**config.mk**
```make
export PLATFORM = sky130hd
export DESIGN_NAME = fv_stim_replay_flat
export DESIGN_NICKNAME = d
export VERILOG_FILES = /design/src/rtl/fv_stim_replay_pkg.sv /design/src/rtl/fv_stim_replay_if.sv /design/src/rtl/fv_stim_replay_table.sv /design/src/rtl/fv_stim_replay.sv /design/src/flat_wrapper.sv
export SDC_FILE = /design/constraint.sdc
export NUM_CORES = 2
export LEC_CHECK = 0
export ABC_AREA = 1
export CELL_PAD_IN_SITES_DETAIL_PLACEMENT = 0
export CELL_PAD_IN_SITES_GLOBAL_PLACEMENT = 1
export CORE_AREA = 3 3 428 430
export DETAILED_ROUTE_END_ITERATION = 10
export DIE_AREA = 0 0 431 433
export HOLD_SLACK_MARGIN = 0.1
export PLACE_DENSITY_LB_ADDON = 0.2
export REMOVE_ABC_BUFFERS = 1
export SLEW_MARGIN = 20
export SYNTH_ARGS = -nofsm -noshare
export SYNTH_HDL_FRONTEND = slang
export SYNTH_SLANG_ARGS = --single-unit
```
**constraint.sdc**
```tcl
create_clock -name clk -period 103.9 [get_ports clk]
set_clock_uncertainty 0.15 [all_clocks]
set_input_delay 15.585 -clock clk [delete_from_list [all_inputs] [get_ports clk]]
set_output_delay 15.585 -clock clk [all_outputs]
set_load 0.005 [all_outputs]
```
**src/rtl/fv_stim_replay_pkg.sv**
```systemverilog
// Shared types and constants for the stimulus replay engine and its register file.
// Field offsets describe how the oc8051 primary inputs are packed into one 81-bit vector.
package fv_stim_pkg;

    localparam int STIM_WIDTH = 81;
    localparam int STIM_DEPTH = 16;
    localparam int STIM_RPT_W = 8;
    localparam int STIM_CYC_W = 16;

    typedef enum logic [1:0] {
        ST_IDLE = 2'd0,
        ST_PLAY = 2'd1,
        ST_HOLD = 2'd2
    } state_e;

    localparam logic [1:0] MODE_ONESHOT = 2'd0;
    localparam logic [1:0] MODE_HOLD    = 2'd1;
    localparam logic [1:0] MODE_LOOP    = 2'd2;
    localparam logic [1:0] MODE_RSVD    = 2'd3;

    // LSB-first packing of the DUT primary inputs
    localparam int OFF_WBD_DAT = 0;
    localparam int OFF_WBI_DAT = 8;
    localparam int OFF_WBD_ERR = 40;
    localparam int OFF_WBD_ACK = 41;
    localparam int OFF_WBI_ERR = 42;
    localparam int OFF_WBI_ACK = 43;
    localparam int OFF_P0      = 44;
    localparam int OFF_P1      = 52;
    localparam int OFF_P2      = 60;
    localparam int OFF_P3      = 68;
    localparam int OFF_RXD     = 76;
    localparam int OFF_T0      = 77;
    localparam int OFF_T1      = 78;
    localparam int OFF_T2      = 79;
    localparam int OFF_T2EX    = 80;

    function automatic logic [1:0] norm_mode(input logic [1:0] m);
        return (m == MODE_RSVD) ? MODE_ONESHOT : m;
    endfunction

endpackage

```
**src/rtl/fv_stim_replay_if.sv**
```systemverilog
// Configuration, control and stimulus bundle between the replay engine and its user.
// The slave side is the replay engine; the master side is the harness driving it.
interface fv_stim_replay_if
    import fv_stim_pkg::*;
#(
    parameter int WIDTH = STIM_WIDTH,
    parameter int DEPTH = STIM_DEPTH,
    parameter int RPT_W = STIM_RPT_W,
    parameter int CYC_W = STIM_CYC_W
);
    localparam int AW = $clog2(DEPTH);

    logic             cfg_we;
    logic [AW-1:0]    cfg_addr;
    logic [WIDTH-1:0] cfg_vec;
    logic [RPT_W-1:0] cfg_rpt;
    logic [AW:0]      len;
    logic [1:0]       mode;
    logic             start;
    logic             chk_i;
    logic [WIDTH-1:0] stim_o;
    logic             stim_valid_o;
    logic             busy_o;
    logic             done_o;
    logic             fail_o;
    logic [CYC_W-1:0] fail_cyc_o;

    modport master (
        output cfg_we, cfg_addr, cfg_vec, cfg_rpt, len, mode, start, chk_i,
        input  stim_o, stim_valid_o, busy_o, done_o, fail_o, fail_cyc_o
    );

    modport slave (
        input  cfg_we, cfg_addr, cfg_vec, cfg_rpt, len, mode, start, chk_i,
        output stim_o, stim_valid_o, busy_o, done_o, fail_o, fail_cyc_o
    );

endinterface

```
**src/rtl/fv_stim_replay_table.sv**
```systemverilog
// DEPTH-entry table of stimulus vectors with per-entry repeat counts.
// One synchronous write port, one combinational read port, cleared by reset.
module fv_stim_table #(
    parameter int WIDTH = 81,
    parameter int DEPTH = 16,
    parameter int RPT_W = 8,
    localparam int AW   = $clog2(DEPTH)
) (
    input  logic             clk,
    input  logic             rst,
    input  logic             we,
    input  logic [AW-1:0]    waddr,
    input  logic [WIDTH-1:0] wvec,
    input  logic [RPT_W-1:0] wrpt,
    input  logic [AW-1:0]    raddr,
    output logic [WIDTH-1:0] rvec,
    output logic [RPT_W-1:0] rrpt
);

    logic [WIDTH-1:0] vec_q [DEPTH];
    logic [WIDTH-1:0] vec_d [DEPTH];
    logic [RPT_W-1:0] rpt_q [DEPTH];
    logic [RPT_W-1:0] rpt_d [DEPTH];

    always_comb begin
        for (int i = 0; i < DEPTH; i++) begin
            vec_d[i] = vec_q[i];
            rpt_d[i] = rpt_q[i];
            if (we && (waddr == AW'(i))) begin
                vec_d[i] = wvec;
                rpt_d[i] = wrpt;
            end
        end
    end

    always_ff @(posedge clk or posedge rst) begin
        if (rst) begin
            for (int i = 0; i < DEPTH; i++) begin
                vec_q[i] <= '0;
                rpt_q[i] <= '0;
            end
        end else begin
            vec_q <= vec_d;
            rpt_q <= rpt_d;
        end
    end

    assign rvec = vec_q[raddr];
    assign rrpt = rpt_q[raddr];

endmodule

```
**src/rtl/fv_stim_replay.sv**
```systemverilog
// Stimulus replay engine: plays table vectors to the DUT inputs one per cycle and
// records the cycle of the first assert_valid drop seen while a vector is applied.
//
//   state | meaning
//   IDLE  | outputs parked at 0, table writable, waiting for start
//   PLAY  | stepping through entries; table write and start ignored
//   HOLD  | last vector frozen on stim_o; table writable, start restarts
module fv_stim_replay
    import fv_stim_pkg::*;
#(
    parameter int WIDTH = STIM_WIDTH,
    parameter int DEPTH = STIM_DEPTH,
    parameter int RPT_W = STIM_RPT_W,
    parameter int CYC_W = STIM_CYC_W
) (
    input  logic clk,
    input  logic rst,
    fv_stim_replay_if.slave bus
);

    localparam int AW = $clog2(DEPTH);

    state_e           state_q, state_d;
    logic [AW-1:0]    idx_q, idx_d;
    logic [RPT_W-1:0] rpt_cnt_q, rpt_cnt_d;
    logic [AW:0]      len_q, len_d;
    logic [1:0]       mode_q, mode_d;
    logic [CYC_W-1:0] cyc_q, cyc_d;
    logic [WIDTH-1:0] stim_q, stim_d;
    logic             stim_valid_q, stim_valid_d;
    logic             busy_q, busy_d;
    logic             done_q, done_d;
    logic             fail_q, fail_d;
    logic [CYC_W-1:0] fail_cyc_q, fail_cyc_d;

    logic [AW-1:0]    rd_addr;
    logic [WIDTH-1:0] rd_vec;
    logic [RPT_W-1:0] rd_rpt;
    logic [AW:0]      idx_nxt;
    logic             last_entry;
    logic             tbl_we;

    assign idx_nxt    = {1'b0, idx_q} + (AW+1)'(1);
    assign last_entry = (idx_nxt >= len_q);
    assign tbl_we     = bus.cfg_we && (state_q != ST_PLAY);

    // The single read port serves both the next entry during PLAY and entry 0 on (re)start.
    assign rd_addr = ((state_q == ST_PLAY) && !last_entry) ? idx_nxt[AW-1:0] : '0;

    fv_stim_table #(
        .WIDTH(WIDTH),
        .DEPTH(DEPTH),
        .RPT_W(RPT_W)
    ) u_table (
        .clk  (clk),
        .rst  (rst),
        .we   (tbl_we),
        .waddr(bus.cfg_addr),
        .wvec (bus.cfg_vec),
        .wrpt (bus.cfg_rpt),
        .raddr(rd_addr),
        .rvec (rd_vec),
        .rrpt (rd_rpt)
    );

    always_comb begin
        state_d      = state_q;
        idx_d        = idx_q;
        rpt_cnt_d    = rpt_cnt_q;
        len_d        = len_q;
        mode_d       = mode_q;
        cyc_d        = cyc_q;
        stim_d       = stim_q;
        stim_valid_d = stim_valid_q;
        busy_d       = busy_q;
        done_d       = 1'b0;
        fail_d       = fail_q;
        fail_cyc_d   = fail_cyc_q;

        if (stim_valid_q && (cyc_q != '1)) begin
            cyc_d = cyc_q + CYC_W'(1);
        end

        if (stim_valid_q && !bus.chk_i && !fail_q) begin
            fail_d     = 1'b1;
            fail_cyc_d = cyc_q;
        end

        case (state_q)
            ST_PLAY: begin
                if (rpt_cnt_q != '0) begin
                    rpt_cnt_d = rpt_cnt_q - RPT_W'(1);
                end else if (!last_entry) begin
                    idx_d     = idx_nxt[AW-1:0];
                    rpt_cnt_d = rd_rpt;
                    stim_d    = rd_vec;
                end else if (mode_q == MODE_HOLD) begin
                    state_d = ST_HOLD;
                    done_d  = 1'b1;
                end else if (mode_q == MODE_LOOP) begin
                    idx_d     = '0;
                    rpt_cnt_d = rd_rpt;
                    stim_d    = rd_vec;
                end else begin
                    state_d      = ST_IDLE;
                    stim_d       = '0;
                    stim_valid_d = 1'b0;
                    busy_d       = 1'b0;
                    done_d       = 1'b1;
                end
            end
            default: begin
                if (bus.start) begin
                    cyc_d = '0;
                    if (bus.len == '0) begin
                        state_d      = ST_IDLE;
                        stim_d       = '0;
                        stim_valid_d = 1'b0;
                        busy_d       = 1'b0;
                        done_d       = 1'b1;
                    end else begin
                        state_d      = ST_PLAY;
                        len_d        = bus.len;
                        mode_d       = norm_mode(bus.mode);
                        idx_d        = '0;
                        rpt_cnt_d    = rd_rpt;
                        stim_d       = rd_vec;
                        stim_valid_d = 1'b1;
                        busy_d       = 1'b1;
                    end
                end
            end
        endcase
    end

    always_ff @(posedge clk or posedge rst) begin
        if (rst) begin
            state_q      <= ST_IDLE;
            idx_q        <= '0;
            rpt_cnt_q    <= '0;
            len_q        <= '0;
            mode_q       <= MODE_ONESHOT;
            cyc_q        <= '0;
            stim_q       <= '0;
            stim_valid_q <= 1'b0;
            busy_q       <= 1'b0;
            done_q       <= 1'b0;
            fail_q       <= 1'b0;
            fail_cyc_q   <= '0;
        end else begin
            state_q      <= state_d;
            idx_q        <= idx_d;
            rpt_cnt_q    <= rpt_cnt_d;
            len_q        <= len_d;
            mode_q       <= mode_d;
            cyc_q        <= cyc_d;
            stim_q       <= stim_d;
            stim_valid_q <= stim_valid_d;
            busy_q       <= busy_d;
            done_q       <= done_d;
            fail_q       <= fail_d;
            fail_cyc_q   <= fail_cyc_d;
        end
    end

    assign bus.stim_o       = stim_q;
    assign bus.stim_valid_o = stim_valid_q;
    assign bus.busy_o       = busy_q;
    assign bus.done_o       = done_q;
    assign bus.fail_o       = fail_q;
    assign bus.fail_cyc_o   = fail_cyc_q;

endmodule

```
**src/flat_wrapper.sv**
```systemverilog
// flat-port wrapper written by rule: the top's interface ports become plain ports
module fv_stim_replay_flat import fv_stim_pkg::*;
#(
    parameter int WIDTH = STIM_WIDTH,
    parameter int DEPTH = STIM_DEPTH,
    parameter int RPT_W = STIM_RPT_W,
    parameter int CYC_W = STIM_CYC_W
)
  (clk, rst, bus_cfg_we, bus_cfg_addr, bus_cfg_vec, bus_cfg_rpt, bus_len, bus_mode, bus_start, bus_chk_i, bus_stim_o, bus_stim_valid_o, bus_busy_o, bus_done_o, bus_fail_o, bus_fail_cyc_o);
  fv_stim_replay_if #(.WIDTH(WIDTH), .DEPTH(DEPTH), .RPT_W(RPT_W), .CYC_W(CYC_W)) bus_i ();
  input  logic clk;
  input  logic rst;
  input wire logic [$bits(bus_i.cfg_we)-1:0] bus_cfg_we;
  input wire logic [$bits(bus_i.cfg_addr)-1:0] bus_cfg_addr;
  input wire logic [$bits(bus_i.cfg_vec)-1:0] bus_cfg_vec;
  input wire logic [$bits(bus_i.cfg_rpt)-1:0] bus_cfg_rpt;
  input wire logic [$bits(bus_i.len)-1:0] bus_len;
  input wire logic [$bits(bus_i.mode)-1:0] bus_mode;
  input wire logic [$bits(bus_i.start)-1:0] bus_start;
  input wire logic [$bits(bus_i.chk_i)-1:0] bus_chk_i;
  output wire logic [$bits(bus_i.stim_o)-1:0] bus_stim_o;
  output wire logic [$bits(bus_i.stim_valid_o)-1:0] bus_stim_valid_o;
  output wire logic [$bits(bus_i.busy_o)-1:0] bus_busy_o;
  output wire logic [$bits(bus_i.done_o)-1:0] bus_done_o;
  output wire logic [$bits(bus_i.fail_o)-1:0] bus_fail_o;
  output wire logic [$bits(bus_i.fail_cyc_o)-1:0] bus_fail_cyc_o;
  assign bus_i.cfg_we = bus_cfg_we;
  assign bus_i.cfg_addr = bus_cfg_addr;
  assign bus_i.cfg_vec = bus_cfg_vec;
  assign bus_i.cfg_rpt = bus_cfg_rpt;
  assign bus_i.len = bus_len;
  assign bus_i.mode = bus_mode;
  assign bus_i.start = bus_start;
  assign bus_i.chk_i = bus_chk_i;
  assign bus_stim_o = bus_i.stim_o;
  assign bus_stim_valid_o = bus_i.stim_valid_o;
  assign bus_busy_o = bus_i.busy_o;
  assign bus_done_o = bus_i.done_o;
  assign bus_fail_o = bus_i.fail_o;
  assign bus_fail_cyc_o = bus_i.fail_cyc_o;
  fv_stim_replay #(.WIDTH(WIDTH), .DEPTH(DEPTH), .RPT_W(RPT_W), .CYC_W(CYC_W)) u_core (.clk(clk), .rst(rst), .bus(bus_i));
endmodule
```
# After elaboration in Yosys (flattened, before gate mapping)
# Cells that the tools add are included.
# totals
rom_bits,0
out_inout_bits,101
ramBits,0
wordCells,169
latchBits,0
mem_count,0
register_bits,1561
# classes
n_eq_ne,31
n_reduce_logical,34
addsub,3
n_div,0
bitwise,3
n_shift,0
n_mul,0
magnitude_cmp,2
muxes,53
# ops
operator,count
81-bit two-way mux,9
81-bit binary-select mux with 4-bit select,1
8-bit two-way mux,9
16-bit two-way mux,3
8-bit binary-select mux with 4-bit select,1
4-bit == test (second input constant),8
4-bit two-way mux,8
1-bit logical AND,21
16-bit by 1-bit adder with 16-bit output (second input constant),1
4-bit by 3-bit == test with 1-bit output (second input constant),4
16-bit inequality test (second input constant),1
1-bit two-way mux,15
2-bit two-way mux,7
5-bit AND reduction,2
3-bit inequality test (second input constant),3
4-bit by 2-bit == test with 1-bit output (second input constant),2
4-bit inequality test (second input constant),2
4-bit AND reduction,2
8-bit nonzero test,1
8-bit by 1-bit subtractor with 8-bit output (second input constant),1
2-bit by 1-bit inequality test with 1-bit output (second input constant),3
2-bit inequality test (second input constant),3
3-bit AND reduction,2
4-bit by 1-bit adder with 5-bit output (second input constant),1
11 further kinds,16

# Depth between registers and ports, before layout
# depth
depth_word,14
depth_mapped,24
mapped_depth_nobuf,20

# Hierarchy
# From an unflattened synthesis, not the netlist that was laid out.
# hier_totals
cells_unflattened,9953
hier_area_um2,74604.1
# by_module_without_submodules
mod,cells_each,n_inst,area_per_inst_um2
fv_stim_table,9171,1,68349.3
fv_stim_replay,782,1,6254.7

# Worst setup path after synthesis
# Ideal clock, no wire load.
# synth_path
kind,input port to flip-flop
startpoint,input bus_len[1]
endpoint,"register u_core.stim_q[18], in the netlist u_core.bus.stim_o[18]"
path_buffers,2
arrival_ps,16662
setup_ps,124
path_slack_ps,86964
required_ps,103626
stages,10
cell_sequence,nor3_1 -> nand3_1 -> nor2_1 -> nor2_2 -> nand2_4 -> nor2_2 -> buf_4 -> buf_4 -> nand2_1 -> nand3_1
# synth_between
elab_chain_len,4
# synth_lines
item,line,rtl
from (decl),flat_wrapper.sv:17,input wire logic [$bits(bus_i.len)-1:0] bus_len;
5-bit zero test,fv_stim_replay.sv:115,if (bus.len == '0) begin
81-bit two-way mux,fv_stim_replay.sv:115,
81-bit two-way mux,fv_stim_replay.sv:113,if (bus.start) begin
81-bit two-way mux,fv_stim_replay.sv:89,case (state_q)
to (signal assigned),fv_stim_replay.sv:157,stim_q <= stim_d;
to (decl),fv_stim_replay.sv:29,"logic [WIDTH-1:0] stim_q, stim_d;"
# No other way between the ends. The select of a mux whose other input is x is not followed.
# A chain may end at the register's enable or synchronous reset.

==> qor.yml <==
grt_pass1_wl_um: 349000
postPlaceCellArea_um2: 72800
h-tree-depth: 4
rsz0062_at_grt: "no"
dr.pass1.iters: 6
synthDistinctLibCells: 40
cts_max_path_buffers: 3
startpoint: "rst"
wirelength_um: 225000
core_um2: 180000
yosysTopAreaCell: "dfrtp_1"
design_area_um2: 78600
drcViolationCount: 0
clkTransAtPathRegs_ns: 0.05
via_count: 57900
synth_edf_count: 0
gp_congestion: 0.741
yosysWarningCount: 0
cts_sinks: 1561
status: "finished, final reports clean"
ys_seq_elements: 1561
avgSynthCellArea_um2: 8.09
start_util_pct: 38.8
tightest_slew_ns: 1.24
overflow: 0
fmax_ghz: 0.0500
drt-vias-per-instance: 5.31
antenna_found_initial: 5
grt_pass1_vias: 55800
cp.arrival_ns: 20.69
max_cap_violations: 0
areaGrowthSynthToFinish_pct: 12.6
hold_viol: 0
die_w_um: 431
drtIter0Drc: 5806
ys_async_sr_fraction_pct: 100
numCtsBuffers: 177
fin_util_pct: 43.6
worstSkewPairLatency_ns: 0.82
worstHoldPathCells: 2
final_cell_mix: "2919 x nand2_1, 1627 x o21ai_0, 1561 x dfrtp_1"
antenna_left: 0
setup_slack_ns: 83.90
die_h_um: 433
drive_gt1_share_pct: 4.62
slew_viol_final: 0
ys_seq_area_share_pct: 56.0
layout.nets: 8507
yosys.area.top_type_share_pct: 56.0
power_density_nw_per_um2: 32.3
synth_top_cells_by_area: "dfrtp_1 56%, nand2_1 16%, o21ai_0 12%"
finalSetupViolCount: 0
nFillCells: 18200
hold_class: "reg -> reg"
max-vdd-ir-drop_mv: 0.0233
mostFrequentLayoutCell: "nand2_1"
place_hpwl_um: 108000
synth_area_um2: 69800
start_kind: "input pin"
ios: 206
r2r_cells: 18
cts-root-buf: "clkbuf_16"
slew-limit-headroom_pct: 17.6
grt_max_degree: 206
rows: 156
routedWlPerCell_um: 20.6
grt_usage_pct: 24.1
worst_setup_path_end_kind: "async pin"
die-area_um2: 187000
syn_inst: 8633
post-route-period-util_pct: 19.2
timing.rr.start: "u_core.idx_q[0]$_DFFE_PP0P_"
postCtsResizedCells: 0
holdCritStartpoint: "u_core.u_table.vec_q[174]$_DFFE_PP0P_"
hold_buffers: 0
io_buffers: 205
worst-path-max-fanout: 115
fin_cells: 10900
dp_cells: 10600
place_ws_ns: 82.42
fin_crit_ns: 20.00
worstSetupPathType: "in -> async"
cts_tree: "yes"
synthFlopType: "dfrtp_1"
p_leak_nw: 37.5
required_ns: 104.59
fin_setup_tns_ns: 0
cts_setup_buffers: 0
## cell type report
class	instances	area (um^2)	area share (%)
diodes	1	2.50	0.00318
clock inverters	36	459	0.584
repair buffers	289	2850	3.62
well taps	2370	2970	3.77
inverters	301	1170	1.49
multi-input cells	6063	26800	34.1
clock buffers	283	5310	6.76
flip-flops and latches	1561	39100	49.7
## Yosys cell counts, types with 3 or more instances
library cell	n
o21ai_1	54
ha_1	9
dfrtp_1	1561
buf_1	22
nor2_4	3
a21oi_1	208
nand3b_1	8
o21ai_0	1627
nand2_1	2935
nor2_2	3
buf_4	16
o211ai_1	13
nor2_1	293
nand3_1	828
nor3_1	13
inv_2	7
nand4_1	36
buf_6	5
inv_1	293
or2_2	8
o221ai_1	3
buf_2	206
clkbuf_1	459
xor2_1	3
xnor2_1	3
## critical path, cell delays in order
cell	delay, ns
clkdlybuf4s50_1	0.49
inv_8	0.53
buf_4	0.81
buf_4	0.84
buf_4	0.81
buf_4	0.68
buf_6	0.66
## worst paths after layout
kind	to	slack [ns]
max in group clk	u_core.u_table.vec_q[212]$_DFFE_PP0P_	85.26
max	u_core.u_table.vec_q[498]$_DFFE_PP0P_	83.90
min in group asynchronous	u_core.bus.fail_cyc_o[3]$_DFFE_PP0P_	15.11
max reg2reg	u_core.bus.stim_o[55]$_DFFE_PP0P_	97.97
min reg2reg	u_core.u_table.vec_q[174]$_DFFE_PP0P_	0.33
min	u_core.u_table.vec_q[174]$_DFFE_PP0P_	0.33
## cells by family after synthesis
kind of cell / synth area share, %
and+or+nand+nor: 24.1
AOI/OAI and AO/OA: 13.8
DFF: 56.0
buffers and inverters: 5.93
adders and majority gates: 0.161
xor gates and xnor gates: 0.0753
## metrics by stage
stage | hold slack (ns) | total power (W)
after CTS | 0.331 | 0.00256
after global routing | 0.340 | 0.00275
after floorplan | 0.294 | 0.00166
after detailed placement | 0.316 | 0.00192
after global placement | 0.307 | 0.00190
final | 0.327 | 0.00254
## layer usage
metal	track usage, %	share of wire [%]	vias up
met5	0	0.0058	-
met4	6.93	2.6	2
met3	3.01	5.0	334
met2	38.9	46	1551
met1	34.3	46	28400
li1	-	-	27600
## registers in the layout, indices dropped and copies added (netlist names), 2 cells and up
name,cells
u_core.mode_q,2
u_core.rpt_cnt_q,8
u_core.u_table.vec_q,1296
u_core.bus.stim_o,81
u_core.u_table.rpt_q,128
u_core.cyc_q,16
u_core.bus.fail_cyc_o,16
u_core.state_q,2
u_core.len_q,5
u_core.idx_q,4
## power breakdown
part           switching [W]  internal, W
logic               0.000577     0.000303
registers           0.000147     0.000884
clock network       0.000258     0.000367
Note: power is estimated with default switching activity, not from simulation.
